$ cat src/rtl/muldiv_unit.sv
// muldiv_unit: iterative RV64M multiply/divide unit.
// Radix-2 shift-add multiply and restoring divide on operand magnitudes, with the
// sign fixed up on the final step. Divide-by-zero and signed overflow finish
// immediately without iterating. The core is stalled while an operation runs.
// Optional feature macro: MULDIV_WORD_OPS_EN enables the OP-32 (word) forms.
// Without it the word input is ignored and every op is 64-bit.
module muldiv_unit #(
  parameter int unsigned XLEN = 64
) (
  input  logic            clock,
  input  logic            reset,
  input  logic            start,
  input  logic [2:0]      op,
  input  logic            word,
  input  logic [XLEN-1:0] rs1_data,
  input  logic [XLEN-1:0] rs2_data,
  output logic            stall,
  output logic            valid,
  output logic [XLEN-1:0] result
);

  localparam int unsigned HALF = XLEN / 2;
  localparam int unsigned PW   = 2 * XLEN;
  localparam int unsigned CW   = $clog2(XLEN) + 1;

  typedef enum logic [1:0] {
    IDLE,
    BUSY,
    DONE
  } state_t;

  state_t          state_q;
  logic [CW-1:0]   cnt_q;
  logic [2:0]      op_q;
  logic            word_q;
  logic            a_neg_q;
  logic            b_neg_q;
  logic [XLEN-1:0] mag_a_q;
  logic [XLEN-1:0] mag_b_q;
  logic [XLEN-1:0] shf_q;
  logic [XLEN-1:0] rem_q;
  logic [PW-1:0]   acc_q;

  logic            word_op;
  logic            a_sgn;
  logic            b_sgn;
  logic [XLEN-1:0] a_ext;
  logic [XLEN-1:0] b_ext;
  logic            a_neg;
  logic            b_neg;
  logic [XLEN-1:0] mag_a;
  logic [XLEN-1:0] mag_b;
  logic            div_zero;
  logic            div_ovf;
  logic [XLEN-1:0] spec_res;

  logic [PW-1:0]   acc_nxt;
  logic [XLEN:0]   r_sh;
  logic            ge;
  logic [XLEN-1:0] rem_nxt;
  logic [XLEN-1:0] shf_nxt;
  logic [PW-1:0]   prod;
  logic [XLEN-1:0] quo;
  logic [XLEN-1:0] rmd;
  logic [XLEN-1:0] fin_res;

`ifdef MULDIV_WORD_OPS_EN
  assign word_op = word;
`else
  logic unused_word;
  assign unused_word = word;
  assign word_op     = 1'b0;
`endif

  // Sign-extend the low half to a full-width value.
  function automatic logic [XLEN-1:0] sext_w(input logic [HALF-1:0] x);
    return {{HALF{x[HALF-1]}}, x};
  endfunction

  // Word results are the sign-extended low half; full-width results pass through.
  function automatic logic [XLEN-1:0] fix_word(input logic w, input logic [XLEN-1:0] x);
    return w ? sext_w(x[HALF-1:0]) : x;
  endfunction

  // Core stalls while a new request is being taken or an operation iterates.
  assign stall = ((state_q == IDLE) && start) || (state_q == BUSY);

  // Operand decode: signedness, extension, magnitudes and the early-out cases.
  always_comb begin
    a_sgn    = !op[2] ? (op[1:0] != 2'b11) : !op[0];
    b_sgn    = !op[2] ? !op[1] : !op[0];
    a_ext    = word_op ? {{HALF{a_sgn & rs1_data[HALF-1]}}, rs1_data[HALF-1:0]} : rs1_data;
    b_ext    = word_op ? {{HALF{b_sgn & rs2_data[HALF-1]}}, rs2_data[HALF-1:0]} : rs2_data;
    a_neg    = a_sgn & a_ext[XLEN-1];
    b_neg    = b_sgn & b_ext[XLEN-1];
    mag_a    = a_neg ? (XLEN'(0) - a_ext) : a_ext;
    mag_b    = b_neg ? (XLEN'(0) - b_ext) : b_ext;
    div_zero = op[2] && (b_ext == XLEN'(0));
    div_ovf  = op[2] && !op[0] && (b_ext == {XLEN{1'b1}}) &&
               (word_op ? (a_ext == {{(HALF + 1){1'b1}}, {(HALF - 1){1'b0}}})
                        : (a_ext == {1'b1, {(XLEN - 1){1'b0}}}));
    spec_res = '0;
    if (div_zero) begin
      spec_res = op[1] ? a_ext : {XLEN{1'b1}};
    end else if (div_ovf) begin
      spec_res = op[1] ? XLEN'(0) : a_ext;
    end
    spec_res = fix_word(word_op, spec_res);
  end

  // One radix-2 step plus the sign/width fix-up applied on the last step.
  always_comb begin
    acc_nxt = (acc_q << 1) + (shf_q[XLEN-1] ? {{XLEN{1'b0}}, mag_a_q} : PW'(0));
    r_sh    = {rem_q, shf_q[XLEN-1]};
    ge      = r_sh >= {1'b0, mag_b_q};
    rem_nxt = ge ? XLEN'(r_sh - {1'b0, mag_b_q}) : r_sh[XLEN-1:0];
    shf_nxt = (shf_q << 1) | XLEN'(op_q[2] & ge);
    prod    = (a_neg_q ^ b_neg_q) ? (PW'(0) - acc_nxt) : acc_nxt;
    quo     = (a_neg_q ^ b_neg_q) ? (XLEN'(0) - shf_nxt) : shf_nxt;
    rmd     = a_neg_q ? (XLEN'(0) - rem_nxt) : rem_nxt;
    if (op_q[2]) begin
      fin_res = fix_word(word_q, op_q[1] ? rmd : quo);
    end else if (word_q) begin
      fin_res = (op_q[1:0] == 2'b00) ? sext_w(prod[HALF-1:0]) : XLEN'(0);
    end else begin
      fin_res = (op_q[1:0] == 2'b00) ? prod[XLEN-1:0] : prod[PW-1:XLEN];
    end
  end

  // Control FSM and datapath registers; result and valid are registered.
  always_ff @(posedge clock) begin
    if (reset) begin
      state_q <= IDLE;
      cnt_q   <= '0;
      op_q    <= '0;
      word_q  <= 1'b0;
      a_neg_q <= 1'b0;
      b_neg_q <= 1'b0;
      mag_a_q <= '0;
      mag_b_q <= '0;
      shf_q   <= '0;
      rem_q   <= '0;
      acc_q   <= '0;
      valid   <= 1'b0;
      result  <= '0;
    end else begin
      valid <= 1'b0;
      case (state_q)
        IDLE: begin
          if (start) begin
            op_q    <= op;
            word_q  <= word_op;
            a_neg_q <= a_neg;
            b_neg_q <= b_neg;
            mag_a_q <= mag_a;
            mag_b_q <= mag_b;
            acc_q   <= '0;
            rem_q   <= '0;
            // Left-align the shifted operand so its MSB is always the bit consumed.
            if (op[2]) begin
              shf_q <= word_op ? {mag_a[HALF-1:0], HALF'(0)} : mag_a;
            end else begin
              shf_q <= word_op ? {mag_b[HALF-1:0], HALF'(0)} : mag_b;
            end
            if (div_zero || div_ovf) begin
              cnt_q   <= '0;
              result  <= spec_res;
              valid   <= 1'b1;
              state_q <= DONE;
            end else begin
              cnt_q   <= word_op ? CW'(HALF) : CW'(XLEN);
              state_q <= BUSY;
            end
          end
        end
        BUSY: begin
          acc_q <= acc_nxt;
          rem_q <= rem_nxt;
          shf_q <= shf_nxt;
          cnt_q <= cnt_q - CW'(1);
          if (cnt_q == CW'(1)) begin
            result  <= fin_res;
            valid   <= 1'b1;
            state_q <= DONE;
          end
        end
        DONE: begin
          state_q <= IDLE;
        end
        default: begin
          state_q <= IDLE;
        end
      endcase
    end
  end

endmodule

$ cat config.mk
export PLATFORM = sky130hd
export DESIGN_NAME = muldiv_unit
export DESIGN_NICKNAME = d
export VERILOG_FILES = /design/src/rtl/muldiv_unit.sv
export SDC_FILE = /design/constraint.sdc
export NUM_CORES = 2
export LEC_CHECK = 0
export CORE_AREA = 2 2 355 357
export DETAILED_ROUTE_END_ITERATION = 7
export DIE_AREA = 0 0 357 359
export PLACE_DENSITY = 0.56
export SLEW_MARGIN = 5
export SYNTH_ARGS = -nofsm -noshare
export SYNTH_HDL_FRONTEND = slang
export SYNTH_SLANG_ARGS = --single-unit
$ cat constraint.sdc
create_clock -name clock -period 6.4 [get_ports clock]
set_input_delay 1.28 -clock clock [delete_from_list [all_inputs] [get_ports clock]]
set_output_delay 1.28 -clock clock [all_outputs]
set_load 0.05 [all_outputs]
==> results.md <==
- Status: completed
- Vias per inst: 6.34
- First-pass GRT wire length: between 300,000 and 400,000 um
- DRC viols: 0
- Wire per inst: 28.7 um
- Critical Path RT: 6.92 ns
- Net count after synthesis: 6,463
- Number of enable flip-flop cells after synthesis: 0
- Min Clock Period, post-route: 6.30 ns
- Slowest cell on the critical path: nor3_1
- Post-synthesis simple-gate area fraction: 29.3%
- Number of synthesized register bits: 462
- Multiplexer share of the synthesized area: 1.21%
- Core ar.: 0.125 mm^2
- Area share of the leading cell type in the synthesized netlist: around 21%
- Routed wl met3: 26,100 um
- Clk pwr share: 39.7%
- Worst-path clk slew: 0.06 ns
- Synthesis warning total: 0
- Avg Inst Size Synth: around 7 um^2
- Top routing layer used: met5
- Die Wd: 357 um
- Main area contributors after synthesis: dfxtp_1, nor2_1, a21oi_1
- Area of the mapped netlist: between 0.04 and 0.05 mm^2
- Hold WC Path Type: flop to flop
- Cell-internal power: 6.53 mW
- Hold Vio Cnt, Final: 0
- Die area: 0.128 mm^2
- Cells along the critical path: buf_4, buf_4, and2_1, ha_1, a21oi_1, o21ai_0, buf_4, a221o_1, a31oi_4, a21oi_2, nor3_1, o22ai_1, or4_1, nor3_2, buf_4, nand2_1, buf_4, nor4_1, buf_4, mux2_2, a21oi_1, nor3_1
- Max Cap Viol: 0
- Final net count: roughly 6,900
- Met2 WL: 98,100 um
- Synth-to-Final Area Change: 22.6%
- DP HPWL: 191,000 um
- Initial Util: 34.7%
- Post-synthesis sequential area ratio: 21.4%
- Worst path most repeated cell: buf_4
- Row count: 130
- Worst skew pair latency: 0.69 ns
- Reg power frac: roughly 30%
- Worst-Margin Slew: 1.13 ns
- Net switching power: 3.82 mW
- Cell Pwr Density: 196 mW/mm^2
- Setup crit end kind: flop
- PortBufs: 199
- Largest area contributor in the netlist: dfxtp_1
- DR pass1 iterations: 7
- Cells after Synth: 6,191
- Max-slew headroom: 24.7%
- Boundary Pins: 201
- CP max stage delay: ~0.56 ns
- Predominant post-synthesis flop cell: dfxtp_1
- Setup Skew: approximately 0.043 ns
- CTS buffer count: 66
- Fraction of registers with async set/reset: 0%
- Slew Limit Fails: 0
- Metal-1 WL: 101,000 um
- Root Buffer Master: clkbuf_16
- Clock Path Buffers: 3
- CTS Sinks: 462
- Final WL: roughly 240,000 um
- Setup violations, final: 0
- Share of layout cells above drive strength 1: 13.4%
- Pin count of the biggest net entering global routing: 173
- Logic pwr share: 30.1%
- CP arrival: 6.82 ns
- Main combinational cell family by area after synthesis: compound AO/OA/AOI/OAI gates
- Initial antenna violation count: 2
- Via count: approximately 53,000
- Setup_tns: 0 ns
- Setup CP Type: flop to flop
- Post-route ant nets: 0
- Synth Area in Compound Gates: 30.0%
- GP Congestion: 1.08
- Number of global-route vias before repair: 47,600
- DRT iter0 DRCs: just under 8,000
- Final period util: a little under 100%
- Post-synthesis adder-cell area fraction: under 10%
- Worst Hold Depth: 2
- Highest net fanout along the worst path: 15
- Pleak: 20.6 nW
- CTS tree: built
- Startpoint Class: flop
- Hold buffers post-CTS: 0
- Synth cell types: ~120
- R2R depth: 22
- Gr usage total: a little over a third
- Congestion Overflow GR: 0
- H-tree Lvls: 3
- XOR/XNOR Fraction of Synth Area: 9.15%
- Fmax: around 0.16 GHz
- Sw Share: 36.9%
- Die height: 359 um
- Worst hold margin: ~0.45 ns
- Max IR drop VDD: 0.204 mV
[layout by cell type (no fill, tap or decap), types with 65 or more instances in the layout]
| cell type | instances |
|---|---|
| or3_1 | 73 |
| a211oi_1 | 187 |
| xnor2_1 | 248 |
| dfxtp_1 | 459 |
| nor4_1 | 78 |
| a21oi_1 | 527 |
| and2_1 | 114 |
| a31oi_1 | 65 |
| ha_1 | 126 |
| nor3_1 | 232 |
| buf_4 | 579 |
| inv_1 | 124 |
| a22oi_1 | 155 |
| o21ai_0 | 316 |
| nand2_1 | 534 |
| nand4_1 | 165 |
| clkbuf_16 | 66 |
| nand3_1 | 126 |
| xor2_1 | 191 |
| nor2_1 | 1004 |
| clkdlybuf4s50_1 | 197 |
[cell type report]
class / count / area (um^2)
Fill cell: 13200 / 71700
Multi-Input combinational cell: 5192 / 32200
Sequential cell: 462 / 9250
Timing Repair Buffer: 791 / 6610
Tap cell: 1650 / 2060
Clock buffer: 81 / 1820
Clock inverter: 38 / 517
Inverter: 126 / 473
Antenna cell: 4 / 10.0
[flip-flops by register name (all words and copies together) (netlist names), 2 cells and up]
name	flops
cnt_q	7
state_q	2
rem_q	64
mag_b_q	64
result	64
shf_q	64
op_q	3
acc_q	127
mag_a_q	64
[cells by family (layout without fill, tap and decap cells)]
family | count (synthesis) | after routing
adder cells (fa/ha/maj) | 137 | 137
AO/OA/AOI/OAI | 1921 | 1921
XOR/XNOR | 449 | 449
other | 0 | 4
buffers and inverters | 537 | 1036
multiplexers | 51 | 51
AND/OR/NAND/NOR | 2634 | 2634
flip-flops | 462 | 462
[routing by layer]
metal | GRT usage [%] | vias up
li1 | - | 23900
met1 | 49.6 | 25300
met2 | 51.7 | 3126
met3 | 6.73 | 507
met4 | 17.8 | 2
met5 | 0 | -
[worst max-delay path: cells and delay by family, from the launching register on]
kind / cells / cell delay [ns]
mux: 1 / 0.32
flops: 1 / 0.34
buf+inv: 6 / 1.08
simple gates: 7 / 2.14
fa+ha+maj: 1 / 0.43
compound gates: 7 / 1.82
[worst paths after layout]
| check | start | end | slack (ns) |
|---|---|---|---|
| setup / recovery | shf_q[63] | result[13] | 0.10 |
| hold / removal | mag_a_q[57] | mag_a_q[57] | 0.45 |
| setup reg to reg | shf_q[63] | result[13] | 0.10 |
| hold reg to reg | mag_a_q[57] | mag_a_q[57] | 0.45 |
[cell usage after synthesis (all sizes together), types with 25 or more instances]
master / instances
a21o: 53
nand3: 132
nor2: 1009
nand4: 166
a21oi: 532
nor3: 244
xnor2: 255
or4: 35
o221ai: 41
o21ai: 338
o31ai: 61
and2: 116
nand2b: 26
or3: 73
clkbuf: 312
and3: 63
a22oi: 156
xor2: 194
mux2i: 42
nor4: 87
o211ai: 62
a221oi: 31
o41ai: 25
a31oi: 66
a222oi: 64
or2: 36
nand2: 537
inv: 124
a211oi: 191
o21bai: 27
ha: 135
o21a: 31
buf: 99
dfxtp: 462
[power by group through the flow]
stage	registers, mW	clock network, mW	logic (mW)
2_1_floorplan	3.17	0	1.66
3_3_place_gp	3.18	0	2.96
3_5_place_dp	3.19	0	2.97
4_1_cts	3.12	4.13	2.99
5_1_grt	3.14	4.23	3.26
6_report	3.13	4.10	3.11
[repair_timing]
| action | CTS | global route |
|---|---|---|
| setup endpoints to repair | 44 | 39 |
| pin swaps | 0 | 5 |
| resized for setup | 7 | 51 |
| setup buffers | 0 | 1 |
| cloned | 0 | 0 |
[per-stage QoR]
step                instance area, um^2  power, mW  std cells  utilization, %  setup slack [ns]
finish                            52900       10.4       8344            42.5             0.103
CTS                               52700       10.2       8339            42.3           0.00445
global placement                  50300       6.15       8220            40.4            -0.436
global route                      52900       10.6       8340            42.5           -0.0613
detailed placement                50300       6.16       8220            40.4            -0.402
floorplan                         43200       4.83       6191               -            0.0952
Power figures use the tool's default switching activity.
